--- src/rtl/bit_serializer_pkg.sv ---
// Shared definitions for the bit serializer: FSM state encoding and the
// bit-counter width helper.
package bit_serializer_pkg;

    typedef enum logic [1:0] {
        ST_IDLE  = 2'b00,
        ST_SHIFT = 2'b01,
        ST_PAR   = 2'b10
    } state_t;

    // Width of a counter that indexes 0..width-1 (at least one bit).
    function automatic int COUNT_W(input int width);
        return (width < 2) ? 1 : $clog2(width);
    endfunction

endpackage

--- src/rtl/bit_serializer_if.sv ---
// Load handshake plus serial output bundle of the bit serializer.
// master = word producer / serial consumer side, slave = the serializer.
interface bit_serializer_if #(
    parameter int WIDTH = 8
);
    logic [WIDTH-1:0] data_in;
    logic             load_valid;
    logic             load_ready;
    logic             serial_out;
    logic             serial_valid;
    logic             frame_done;

    modport master (
        output data_in, load_valid,
        input  load_ready, serial_out, serial_valid, frame_done
    );

    modport slave (
        input  data_in, load_valid,
        output load_ready, serial_out, serial_valid, frame_done
    );
endinterface

--- src/rtl/ser_bit_counter.sv ---
// Modulo-WIDTH bit counter with synchronous clear (dominant) and enable.
// last flags the final bit position of a data frame.
module ser_bit_counter
    import bit_serializer_pkg::*;
#(
    parameter int WIDTH = 8,
    parameter int CW    = COUNT_W(WIDTH)
) (
    input  logic          clock,
    input  logic          reset,
    input  logic          clear,
    input  logic          enable,
    output logic [CW-1:0] count,
    output logic          last
);
    localparam logic [CW-1:0] LAST_IDX = CW'(WIDTH - 1);

    logic [CW-1:0] count_reg, count_next;

    // Next count: clear wins, otherwise advance and wrap after the last bit.
    always_comb begin
        count_next = count_reg;
        if (clear) begin
            count_next = '0;
        end else if (enable) begin
            count_next = (count_reg == LAST_IDX) ? '0 : count_reg + CW'(1);
        end
    end

    // Count register.
    always_ff @(posedge clock or posedge reset) begin
        if (reset) begin
            count_reg <= '0;
        end else begin
            count_reg <= count_next;
        end
    end

    assign count = count_reg;
    assign last  = (count_reg == LAST_IDX);

endmodule

--- src/rtl/bit_serializer.sv ---
// Parallel-to-serial stage: accepts WIDTH-bit words on a valid/ready load
// handshake and emits them one bit per clock, gap-free when words arrive
// back to back. Optional even-parity bit per frame when the macro
// BIT_SERIALIZER_PARITY_EN is defined.
module bit_serializer
    import bit_serializer_pkg::*;
#(
    parameter int WIDTH      = 8,
    parameter bit MSB_FIRST  = 1'b1,
    parameter bit IDLE_LEVEL = 1'b0
) (
    input  logic             clock,
    input  logic             reset,
    bit_serializer_if.slave  bus
);
    localparam int            CW         = COUNT_W(WIDTH);
    localparam logic [CW-1:0] PENULT_IDX = CW'(WIDTH - 2);

    state_t           state_reg, state_next;
    logic [WIDTH-1:0] shift_reg, shift_next;
    logic [CW-1:0]    count;
    logic             count_last;
    logic             load_ready;
    logic             accept;
    logic             lead_bit;
    logic             serial_out_reg,   serial_out_next;
    logic             serial_valid_reg, serial_valid_next;
    logic             frame_done_reg,   frame_done_next;
`ifdef BIT_SERIALIZER_PARITY_EN
    logic             parity_reg, parity_next;
`endif

    ser_bit_counter #(
        .WIDTH (WIDTH),
        .CW    (CW)
    ) u_counter (
        .clock  (clock),
        .reset  (reset),
        .clear  (accept),
        .enable (state_reg == ST_SHIFT),
        .count  (count),
        .last   (count_last)
    );

    // Ready in idle and on the final bit cycle of a frame, so a new word can
    // follow the last bit with no gap.
    always_comb begin
        load_ready = (state_reg == ST_IDLE);
`ifdef BIT_SERIALIZER_PARITY_EN
        load_ready = load_ready | (state_reg == ST_PAR);
`else
        load_ready = load_ready | ((state_reg == ST_SHIFT) && count_last);
`endif
    end

    assign accept = bus.load_valid & load_ready;

    // Next-state logic.
    always_comb begin
        state_next = state_reg;
        case (state_reg)
            ST_IDLE: begin
                if (accept) state_next = ST_SHIFT;
            end
            ST_SHIFT: begin
                if (count_last) begin
`ifdef BIT_SERIALIZER_PARITY_EN
                    state_next = ST_PAR;
`else
                    state_next = accept ? ST_SHIFT : ST_IDLE;
`endif
                end
            end
`ifdef BIT_SERIALIZER_PARITY_EN
            ST_PAR: begin
                state_next = accept ? ST_SHIFT : ST_IDLE;
            end
`endif
            default: state_next = ST_IDLE;
        endcase
    end

    // Datapath: load or shift, then derive the registered output values for
    // the cycle that follows this edge.
    always_comb begin
        shift_next = shift_reg;
        if (accept) begin
            shift_next = bus.data_in;
        end else if (state_reg == ST_SHIFT) begin
            if (MSB_FIRST) shift_next = {shift_reg[WIDTH-2:0], 1'b0};
            else           shift_next = {1'b0, shift_reg[WIDTH-1:1]};
        end
        lead_bit = MSB_FIRST ? shift_next[WIDTH-1] : shift_next[0];

        serial_valid_next = (state_next != ST_IDLE);
        serial_out_next   = IDLE_LEVEL;
        if (state_next == ST_SHIFT) serial_out_next = lead_bit;
`ifdef BIT_SERIALIZER_PARITY_EN
        parity_next = accept ? ^bus.data_in : parity_reg;
        if (state_next == ST_PAR) serial_out_next = parity_next;
        frame_done_next = (state_next == ST_PAR);
`else
        // Second-to-last bit showing now means the last one shows next.
        frame_done_next = (state_reg == ST_SHIFT) && (count == PENULT_IDX);
`endif
    end

    // State, shift register and registered outputs.
    always_ff @(posedge clock or posedge reset) begin
        if (reset) begin
            state_reg        <= ST_IDLE;
            shift_reg        <= '0;
            serial_out_reg   <= IDLE_LEVEL;
            serial_valid_reg <= 1'b0;
            frame_done_reg   <= 1'b0;
        end else begin
            state_reg        <= state_next;
            shift_reg        <= shift_next;
            serial_out_reg   <= serial_out_next;
            serial_valid_reg <= serial_valid_next;
            frame_done_reg   <= frame_done_next;
        end
    end

`ifdef BIT_SERIALIZER_PARITY_EN
    // Parity of the captured word, sent after the data bits.
    always_ff @(posedge clock or posedge reset) begin
        if (reset) parity_reg <= 1'b0;
        else       parity_reg <= parity_next;
    end
`endif

    assign bus.load_ready   = load_ready;
    assign bus.serial_out   = serial_out_reg;
    assign bus.serial_valid = serial_valid_reg;
    assign bus.frame_done   = frame_done_reg;

endmodule

--- src/flat_wrapper.sv ---
// flat-port wrapper written by rule: the top's interface ports become plain ports
module bit_serializer_flat import bit_serializer_pkg::*;
#(
    parameter int WIDTH      = 8,
    parameter bit MSB_FIRST  = 1'b1,
    parameter bit IDLE_LEVEL = 1'b0
)
  (clock, reset, bus_data_in, bus_load_valid, bus_load_ready, bus_serial_out, bus_serial_valid, bus_frame_done);
  bit_serializer_if #(.WIDTH(WIDTH)) bus_i ();
  input  logic clock;
  input  logic reset;
  input wire logic [$bits(bus_i.data_in)-1:0] bus_data_in;
  input wire logic [$bits(bus_i.load_valid)-1:0] bus_load_valid;
  output wire logic [$bits(bus_i.load_ready)-1:0] bus_load_ready;
  output wire logic [$bits(bus_i.serial_out)-1:0] bus_serial_out;
  output wire logic [$bits(bus_i.serial_valid)-1:0] bus_serial_valid;
  output wire logic [$bits(bus_i.frame_done)-1:0] bus_frame_done;
  assign bus_i.data_in = bus_data_in;
  assign bus_i.load_valid = bus_load_valid;
  assign bus_load_ready = bus_i.load_ready;
  assign bus_serial_out = bus_i.serial_out;
  assign bus_serial_valid = bus_i.serial_valid;
  assign bus_frame_done = bus_i.frame_done;
  bit_serializer #(.WIDTH(WIDTH), .MSB_FIRST(MSB_FIRST), .IDLE_LEVEL(IDLE_LEVEL)) u_core (.clock(clock), .reset(reset), .bus(bus_i));
endmodule
--- config.mk ---
export PLATFORM = sky130hd
export DESIGN_NAME = bit_serializer_flat
export DESIGN_NICKNAME = d
export VERILOG_FILES = /design/src/rtl/bit_serializer_pkg.sv /design/src/rtl/bit_serializer_if.sv /design/src/rtl/ser_bit_counter.sv /design/src/rtl/bit_serializer.sv /design/src/flat_wrapper.sv
export SDC_FILE = /design/constraint.sdc
export NUM_CORES = 1
export LEC_CHECK = 0
export CAP_MARGIN = 20
export CORE_MARGIN = 4
export CORE_UTILIZATION = 44
export CTS_CLUSTER_DIAMETER = 60
export DETAILED_ROUTE_END_ITERATION = 16
export PLACE_DENSITY = 0.73
export SYNTH_ARGS = -nofsm -noshare
export SYNTH_HDL_FRONTEND = slang
export SYNTH_SLANG_ARGS = --single-unit
--- constraint.sdc ---
create_clock -name clock -period 1.5 [get_ports clock]
set_input_delay 0.15 -clock clock [delete_from_list [all_inputs] [get_ports clock]]
set_output_delay 0.15 -clock clock [all_outputs]
set_load 0.05 [all_outputs]
==> results.toml <==
[critical_path]
endpoint = "bus_load_ready"
crit_type = "reg -> out"
rr_worst_depth = 5
worstPathArrival_ns = 1.37
timing.critical_path.from = "u_core.u_counter.count[1]"
r2r_setup_slack_ns = 0.01
critPathMaxFanout = 3
r2r-end = "u_core.shift_reg[3]"
crit_path_end_kind = "output port"
cp.required_ns = 1.35
crit_path_start_kind = "flop"
reg2reg_from = "u_core.u_counter.count[1]"

[power_and_ir_drop]
seq_power_share = 0.473
vdd_drop_max_v = 0.000663
p_comb_frac = 0.294
intPower_mw = 0.845
p_sw_mw = 0.346
leakage_nw = 0.511
pwr_density_cell_nw_per_um2 = 1100
power.share.clock = 0.233
swShare = 0.290

[yosys]
synth_area_leaders = "dfrtp_1, mux2i_1, o21ai_2, ha_1, nand3_1"
synth_ff_type = "dfrtp_1"
synth_top_area_share = 0.496
async_flop_share = 1.00
synth_edf_count = 0
syn_avg_cell_area_um2 = 11.7
synth_area_um2 = 807
synth.most_common_cell = "dfrtp_1"
syn-num-nets = 83
yosys.area.top_type = "dfrtp_1"
synth_cell_types = 22
seq_area_frac_synth = 0.496
synthTopCellsByCount = "dfrtp_1, mux2i_1, nand3_1, o21ai_2"
yosys_warnings = 0
syn_inst = 69
ys_ff_latch = 16

[cells_and_area]
diodes = 0
largest_register_ff_count = 8
regArea_um2 = 400
drive_gt1_frac = 0.387
final_cell_count_no_fill = 118
syn2layout_area_growth_pct = 34.3
final_cell_area_um2 = 1080
finalCoreUtilization = 0.628
nFillCells = 150
nets = 108
multiInputGateArea_um2 = 388

[floorplanning]
num_rows = 15
fp.dieArea_um2 = 2580
fp.coreArea_um2 = 1730
fp.dieW_um = 50.8
die_h_um = 50.8
io_pins = 15
start_util = 0.467

[worst_hold_path]
hp-class = "in -> async"

[drt]
drt_wl_total_um = 1520
drtPass1Iterations = 3
vias = 562
drc = 0
first_iter_violations = 6
routedWlPerCell_um = 12.9
drtAntennaViolNets = 0
routed_via_density = 4.76

[timing]
final_max_slew_viol_count = 0
timing.final.ws_setup_ns = -0.0187
fin_hold_ws_ns = 0.157
fin_tns_setup_ns = -0.0187
fmax_mhz = 658
final_hold_viol_count = 0
min_period_ns = 1.52
rsz0062_at_grt = "yes"
skew_ns = 0.000394
finalSetupViolCount = 1
post-route-period-util = 1.01

[global_route]
grt_overflow = 0
grt_use_total = 0.138
use_met3 = 0.0350
busiest_layer = "met2"
use_met2 = 0.250
grt_pass1_vias = 604
antenna_found_initial = 0
use_met1 = 0.154
grt_start_max_net_pins = 17
grt_pass1_wl_um = 2660

[cts]
cts_tree = "yes"
clkSinkCount = 16
clk_pin_slew_ns = 0.09
insertion_delay_ns = 0.28
root_buffer = "clkbuf_4"
htreeDepth = 1
cts_buffer_depth = 2
cts_hold_buf = 0
cts_buffers = 3

[outcome]
violations = "negative setup slack"
status = "finished with violations"

[placement]
place_congestion = 0.671
postPlaceCellArea_um2 = 1010
dp_hpwl_um = 1140
port_buffers = 14
place_inst = 112

[job]
maxCapViolations = 0
[through the flow]
stage	setup WS, ns	power, mW
6_report	-0.0187	1.19
5_1_grt	-0.0689	1.27
4_1_cts	-0.0149	1.20
3_5_place_dp	-0.0377	0.904
3_3_place_gp	0.0519	0.887
2_1_floorplan	-0.0203	0.789
[routing by layer]
| layer | wire length [um] | vias to the layer above |
|---|---|---|
| li1 | - | 279 |
| met1 | 636 | 266 |
| met2 | 791 | 14 |
| met3 | 78 | 3 |
| met4 | 14 | 0 |
| met5 | 0 | - |
[how the worst min path moves through the flow]
stage	start	end	slack, ns	cells past startpoint
2_1_floorplan	reset	u_core.bus.frame_done	0.06	1
3_3_place_gp	reset	u_core.state_reg[1]	0.47	3
3_5_place_dp	reset	u_core.u_counter.count[0]	0.47	3
4_1_cts	reset	u_core.u_counter.count[0]	0.16	3
5_1_grt	reset	u_core.u_counter.count[1]	0.17	3
6_report	reset	u_core.u_counter.count[0]	0.16	3
[area by class of cell]
class                           count  share of cell area
Timing Repair Buffer               24               0.193
Multi-Input combinational cell     44               0.358
Sequential cell                    16               0.370
Inverter                            5              0.0173
Tap cell                           25              0.0289
Clock buffer                        4              0.0335
[timing repair]
action	in CTS	in global routing
resized for setup	6	0
pin swaps	1	0
buffers inserted	2	0
endpoints found under the setup margin	2	2
[cells by family (layout without fill, tap and decap cells)]
family                   after synthesis  count (layout)  share of synthesized area
buffers and inverters                  9              33                     0.0667
flip-flops                            16              16                      0.496
AND/OR/NAND/NOR                       20              20                      0.141
adder cells (fa/ha/maj)                3               3                     0.0465
multiplexers                          11              11                      0.149
other                                  1               1                    0.00465
AO/OA/AOI/OAI                          9               9                     0.0961
[power by group through the flow]
stage | Sequential, mW | Combinational [mW] | Clock (mW)
floorplan | 0.580 | 0.209 | 0
global placement | 0.562 | 0.325 | 0
detailed placement | 0.569 | 0.335 | 0
CTS | 0.563 | 0.354 | 0.283
global route | 0.570 | 0.394 | 0.307
finish | 0.563 | 0.350 | 0.278
[layout by cell type, fill, tap and decap left out]
master	instances
mux2_4	2
o21bai_1	1
ha_4	1
and3_1	1
dfrtp_1	16
buf_4	13
buf_6	1
nand2_4	1
nor2_2	1
nor2_1	4
and2_4	1
nor3b_2	1
nand3_1	6
clkdlybuf4s50_1	10
nor2b_1	1
ha_1	1
clkbuf_8	1
mux2i_1	9
conb_1	1
a211oi_2	1
nor2b_2	1
ha_2	1
nor2b_4	1
a21oi_1	1
nand2b_1	1
o21ai_2	6
nand2b_2	1
inv_1	5
clkbuf_4	3
[critical path: stages, from the launching register on]
cell and delay (ns):
dfrtp_1 0.39, ha_2 0.20, ha_4 0.17, nor2b_4 0.13
nor2_2 0.05, buf_6 0.15
(Power assumes the default switching activity.)
